--- src/rtl/reg_dump_engine.sv ---
// Register-file snapshot engine: captures regs_i on a start edge, then streams the snapshot to a
// RAM port (dump) or reads the region back and counts mismatches against it (verify).
module reg_dump_engine #(
   parameter int unsigned       NUM_REGS  = 32,
   parameter int unsigned       DATA_W    = 32,
   parameter int unsigned       ADDR_W    = 32,
   parameter logic [ADDR_W-1:0] BASE_ADDR = '0,
   parameter int unsigned       STRIDE    = 4
) (
   input  logic                           clk,
   input  logic                           rst_n,
   input  logic                           start_i,
   input  logic                           mode_i,
   input  logic [NUM_REGS*DATA_W-1:0]     regs_i,
   output logic                           busy_o,
   output logic                           done_o,
   output logic [$clog2(NUM_REGS+1)-1:0]  err_cnt_o,
   output logic                           ram_clk,
   output logic                           ram_rst,
   output logic                           ram_en,
   output logic [DATA_W/8-1:0]            ram_we,
   output logic [ADDR_W-1:0]              ram_addr,
   output logic [DATA_W-1:0]              ram_wr_data,
   input  logic [DATA_W-1:0]              ram_rd_data
);

   localparam int unsigned CntW = $clog2(NUM_REGS + 1);
   localparam int unsigned IdxW = $clog2(NUM_REGS);
   localparam logic [IdxW-1:0] LastIdx = IdxW'(NUM_REGS - 1);
   localparam logic [CntW-1:0] CntMax  = CntW'(NUM_REGS);

   typedef enum logic [1:0] {StIdle, StXfer, StDrain, StDone} state_e;

   state_e              state_q;
   logic                start_q;
   logic                mode_q;
   logic [IdxW-1:0]     idx_q;
   logic                rd_vld_q;
   logic [IdxW-1:0]     rd_idx_q;
   logic [DATA_W-1:0]   snap_q [NUM_REGS];

   logic start_edge;
   logic rd_mismatch;

   assign ram_clk = clk;
   assign ram_rst = 1'b0;

   assign start_edge  = start_i & ~start_q;
   // Read data returns one cycle after the enabled read, so compare against the delayed index.
   assign rd_mismatch = rd_vld_q && (ram_rd_data != snap_q[rd_idx_q]);

   always_ff @(posedge clk or negedge rst_n) begin
      if (!rst_n) begin
         state_q     <= StIdle;
         start_q     <= 1'b1;
         mode_q      <= 1'b0;
         idx_q       <= '0;
         rd_vld_q    <= 1'b0;
         rd_idx_q    <= '0;
         busy_o      <= 1'b0;
         done_o      <= 1'b0;
         err_cnt_o   <= '0;
         ram_en      <= 1'b0;
         ram_we      <= '0;
         ram_addr    <= '0;
         ram_wr_data <= '0;
         for (int unsigned k = 0; k < NUM_REGS; k++) begin
            snap_q[k] <= '0;
         end
      end else begin
         start_q  <= start_i;
         rd_vld_q <= 1'b0;
         if (rd_mismatch && (err_cnt_o != CntMax)) begin
            err_cnt_o <= err_cnt_o + CntW'(1);
         end

         unique case (state_q)
            StIdle: begin
               if (start_edge) begin
                  for (int unsigned k = 0; k < NUM_REGS; k++) begin
                     snap_q[k] <= regs_i[k*DATA_W +: DATA_W];
                  end
                  mode_q      <= mode_i;
                  err_cnt_o   <= '0;
                  idx_q       <= '0;
                  busy_o      <= 1'b1;
                  ram_en      <= 1'b1;
                  ram_addr    <= BASE_ADDR;
                  // The snapshot is not yet visible, so word 0 comes straight from the bus.
                  ram_we      <= mode_i ? '0 : '1;
                  ram_wr_data <= mode_i ? '0 : regs_i[DATA_W-1:0];
                  state_q     <= StXfer;
               end
            end

            StXfer: begin
               rd_vld_q <= mode_q;
               rd_idx_q <= idx_q;
               if (idx_q == LastIdx) begin
                  ram_en      <= 1'b0;
                  ram_we      <= '0;
                  ram_wr_data <= '0;
                  if (mode_q) begin
                     state_q <= StDrain;
                  end else begin
                     done_o  <= 1'b1;
                     state_q <= StDone;
                  end
               end else begin
                  idx_q    <= idx_q + IdxW'(1);
                  ram_addr <= ram_addr + ADDR_W'(STRIDE);
                  if (!mode_q) begin
                     ram_wr_data <= snap_q[idx_q + IdxW'(1)];
                  end
               end
            end

            StDrain: begin
               done_o  <= 1'b1;
               state_q <= StDone;
            end

            StDone: begin
               done_o  <= 1'b0;
               busy_o  <= 1'b0;
               state_q <= StIdle;
            end

            default: state_q <= StIdle;
         endcase
      end
   end

endmodule

--- config.mk ---
export PLATFORM = sky130hd
export DESIGN_NAME = reg_dump_engine
export DESIGN_NICKNAME = d
export VERILOG_FILES = /design/src/rtl/reg_dump_engine.sv
export SDC_FILE = /design/constraint.sdc
export NUM_CORES = 2
export LEC_CHECK = 0
export CORE_MARGIN = 8
export CORE_UTILIZATION = 30
export CTS_CLUSTER_DIAMETER = 120
export CTS_CLUSTER_SIZE = 20
export DETAILED_ROUTE_END_ITERATION = 6
export PLACE_DENSITY = 0.55
export SYNTH_ARGS = -nofsm -noshare
export SYNTH_HDL_FRONTEND = slang
export SYNTH_SLANG_ARGS = --single-unit
--- constraint.sdc ---
create_clock -name clk -period 3.1 [get_ports clk]
set_input_delay 0.31 -clock clk [delete_from_list [all_inputs] [get_ports clk]]
set_output_delay 0.31 -clock clk [all_outputs]
set_load 0.05 [all_outputs]
-- Word-level counts from Yosys, hierarchy flattened
Index checks and enable logic that the tools add are counted.
- register bits: 1116
- input port bits: 1060
- output and inout bits: 79
- word-level logic and storage cells: 114
- add/sub/neg operators: 3
- magnitude comparators: 2
- equal/unequal tests: 11
- muxes and demuxes: 36
- bitwise gates (word level): 4
- reduce and logical (&&, ||, !) cells: 13
- operators by type and width (cell ; count):
    $bmux 32 s5 ; 2
    $mux 32 ; 10
    $pmux 32 s2 ; 2
    $add 32x3->32 const B ; 1
    $ne 32x32->1 ; 1
    $mux 6 ; 3
    $ge 6x6->1 const B ; 2
    $mux 4 ; 3
    $not 5->6 ; 2
    $reduce_and 3->1 ; 4
    $mux 5 ; 2
    $pmux 5 s2 ; 1
    $ne 2x2->1 const B ; 4
    $pmux 2 s4 ; 1
    $pmux 4 s2 ; 1
    $add 6x1->6 const B ; 1
    $mux 1 ; 6
    $ne 6x6->1 const B ; 1
    $reduce_and 2->1 ; 3
    $add 5x1->5 const B ; 1
    $eq 5x5->1 const B ; 1
    $eq 2x2->1 const B ; 2
    $mux 2 ; 2
    $pmux 1 s2 ; 2
    9 further kinds ; 11

-- Logic depth before layout (Yosys ltp)
- word-level depth: 10
- gate-level depth with buffers: 14
- mapped depth without buffers: 12

==> reports/qor.yml <==
layout_setup_ws_ps: -921
synth_common_cells: "nand2_1 (3202), dfrtp_1 (1110), mux4_2 (526)"
wl_per_cell_um: 31.8
required_ps: 3850
grt_use_total: 0.304
placed_area_um2: 77200
period_minus_slack_ps: 4020
setup_violations: 22
antenna_found_initial: 110
nNetsFinal: 8814
avgViaCountPerCell: 5.36
clk_pin_slew_ps: 90
synthesis.instances: 6023
synth_top_area_frac: 0.473
coreArea_um2: 195000
stdcell_count: 10400
drive_gt1_frac: 0.181
pre_cts_ws_ps: -1150
cp_cell_sequence: "buf_4, buf_12, buf_16, mux4_2, mux4_2, mux2i_1, xnor2_1, nor4_1, nand4_1, buf_4, nor4_4, buf_6, buf_12, o21ai_1, a21oi_1"
gr-total-overflow: 0
violations: "negative setup slack"
leakage_nw: 38.1
yosysTopAreaCell: "dfrtp_1"
final_area_um2: 84200
skew_ps: 35.6
syn_avg_cell_area_um2: 9.75
fp.dieH_um: 458
gp_congestion: 1.01
cts_tree: "yes"
period_share: 1.30
start_util: 0.301
fin_setup_tns_ps: -6200
path_max_fanout: 9
grt_start_max_net_pins: 113
clock_latency_ps: 840
drtPass1Iterations: 5
power.density_nw_per_um2: 1070
synth_async_sr_flop_share: 1.00
synth_ff_type: "dfrtp_1"
maxSlewViolCount: 0
hold_violations: 0
synth_cell_type_count: 59
drv_cap: 0
path_delay_family: "multiplexers"
area_delta_synth_final_pct: 43.4
finalWirelength_um: 332000
dp_hpwl_um: 266000
ant_nets: 0
drtIter0Drc: 6697
die_w_um: 458
synth_area_um2: 58700
crit_path_end_kind: "register"
max-vdd-ir-drop_v: 0.000554
grt_pass1_vias: 56100
start_kind: "register"
rsz0062_at_grt: "true"
grt_pass1_wl_um: 453000
worst_ep_arrival_time_ps: 4770
rows: 162
maxSlewHeadroom: 0.421
numPortBuffers: 1135
slowest_delay_ps: 590
synthTopCellsByArea: "dfrtp_1 (47%), nand2_1 (20%), mux4_2 (20%), mux2i_1 (2.5%), clkbuf_1 (2.0%)"
clock.fmax_ghz: 0.249
io_pins: 1139
hold_slack_ps: 26.3
holdCritPathClass: "primary input to register"
num_vias: 56000
path_buf_inv: 6
slowest_stage: "mux4_2"
dieArea_um2: 210000
drc: 0
numPlacedInstances: 9917
status: "complete, but fails checks"
worstMarginPinSlew_ps: 869
crit_type: "register to register"
yosysMostFrequentCell: "nand2_1"
ys_seq_elements: 1111
synth_edf_count: 0
ys_seq_area_frac: 0.474
yosysWarnings: 0
==> final timing paths <==
| kind | startpoint | to | slack, ps | cells after the start |
|---|---|---|---|---|
| worst max-delay path | rd_idx_q[0]$_DFFE_PN0P_ | err_cnt_o[0]$_DFF_PN0_ | -920 | 15 |
| worst min register to register | mode_q$_DFFE_PN0P_ | mode_q$_DFFE_PN0P_ | 500 | 2 |
| worst max register to register | rd_idx_q[0]$_DFFE_PN0P_ | err_cnt_o[0]$_DFF_PN0_ | -920 | 15 |
| worst min-delay path | regs_i[784] | snap_q[240]$_DFFE_PN0P_ | 30 | 3 |
| min in group asynchronous | rst_n | snap_q[859]$_DFFE_PN0P_ | 60 | 2 |
| max in group asynchronous | rst_n | snap_q[946]$_DFFE_PN0P_ | 1640 | 3 |
==> cells by family (layout without fill, tap and decap cells) <==
logic type	Yosys count	after routing	share of synthesized area
DFF	1111	1111	0.474
muxes	683	683	0.229
buffers and inverters	438	2175	0.0308
adders and majority gates	9	9	0.00192
AOI/OAI and AO/OA	279	279	0.0297
and+or+nand+nor	3443	3443	0.226
xor gates and xnor gates	59	59	0.00880
other	1	63	0.0000639
==> cells in the final DEF, fill, tap and decap left out, drive strengths merged, types with 4 or more instances in the layout <==
cell	netlist	final
o22ai	8	8
a31oi	9	9
o211ai	8	8
xnor2	22	22
clkbuf	314	89
nor2	89	89
nor3	9	9
nand2	3202	3202
o31ai	4	4
o21ai	28	28
mux2	9	9
diode	0	60
a22oi	65	65
clkinv	1	4
dlygate4sd3	0	304
nor4	6	6
mux2i	148	148
and2	6	6
dfrtp	1110	1110
and3	11	11
inv	14	16
xor2	37	37
a221oi	11	11
nor3b	5	5
nand4	26	26
nand3	46	46
mux4	526	526
or3	8	8
a21oi	120	120
nor2b	14	14
ha	9	9
buf	109	625
a22o	7	7
nand2b	9	9
clkdlybuf4s50	0	1134
==> worst reg2reg max path: stages, from the launching register on <==
cell and delay [ps]:
dfrtp_4 500, buf_4 150, buf_12 130, buf_16 180
mux4_2 530, mux4_2 590, mux2i_1 200, xnor2_1 210
nor4_1 320, nand4_1 120, buf_4 160, nor4_4 270
buf_6 200, buf_12 150, o21ai_1 90, a21oi_1 160
==> sequential cells by signal, indices dropped and copies added (netlist names) <==
name and cells:
ram_we 1, ram_en 1, start_q 1, ram_wr_data 32, state_q 2, busy_o 1
idx_q 5, mode_q 1, snap_q 1024, rd_vld_q 1, ram_addr 30, done_o 1
rd_idx_q 5, err_cnt_o 6
==> stage by stage <==
step	utilization	power (mW)
after global routing	0.432	93.9
after floorplan	-	52.2
after global placement	0.396	74.6
final	0.432	90.1
after CTS	0.427	87.6
after detailed placement	0.396	75.1
==> area by class of cell <==
type | instances | area (um^2)
Fill cell | 19000 | 111000
Multi-Input combinational cell | 4476 | 29800
Sequential cell | 1111 | 27800
Timing Repair Buffer | 2070 | 21100
Tap cell | 2624 | 3280
Clock buffer | 83 | 1890
Antenna cell | 60 | 150
Clock inverter | 7 | 119
Inverter | 15 | 56.3
==> timing repair <==
action	4_1_cts	5_1_grt
endpoints found under the setup margin	20	38
hold endpoints to repair	627	0
hold buffers	304	0
buffers inserted	21	46
gates resized for setup	92	111
pin swaps	27	70
cloned	11	8
==> routing by layer <==
metal	track usage	part of all wire
met1	0.400	0.40
met2	0.454	0.44
met3	0.0749	0.089
met4	0.183	0.069
met5	0	0.00093
==> power breakdown <==
group          internal, mW  total (mW)  switching (mW)
registers              21.7        29.9            8.23
clock network          4.53        10.1            5.58
logic                  24.4        50.1            25.7
Note: power is estimated with default switching activity, not from simulation.
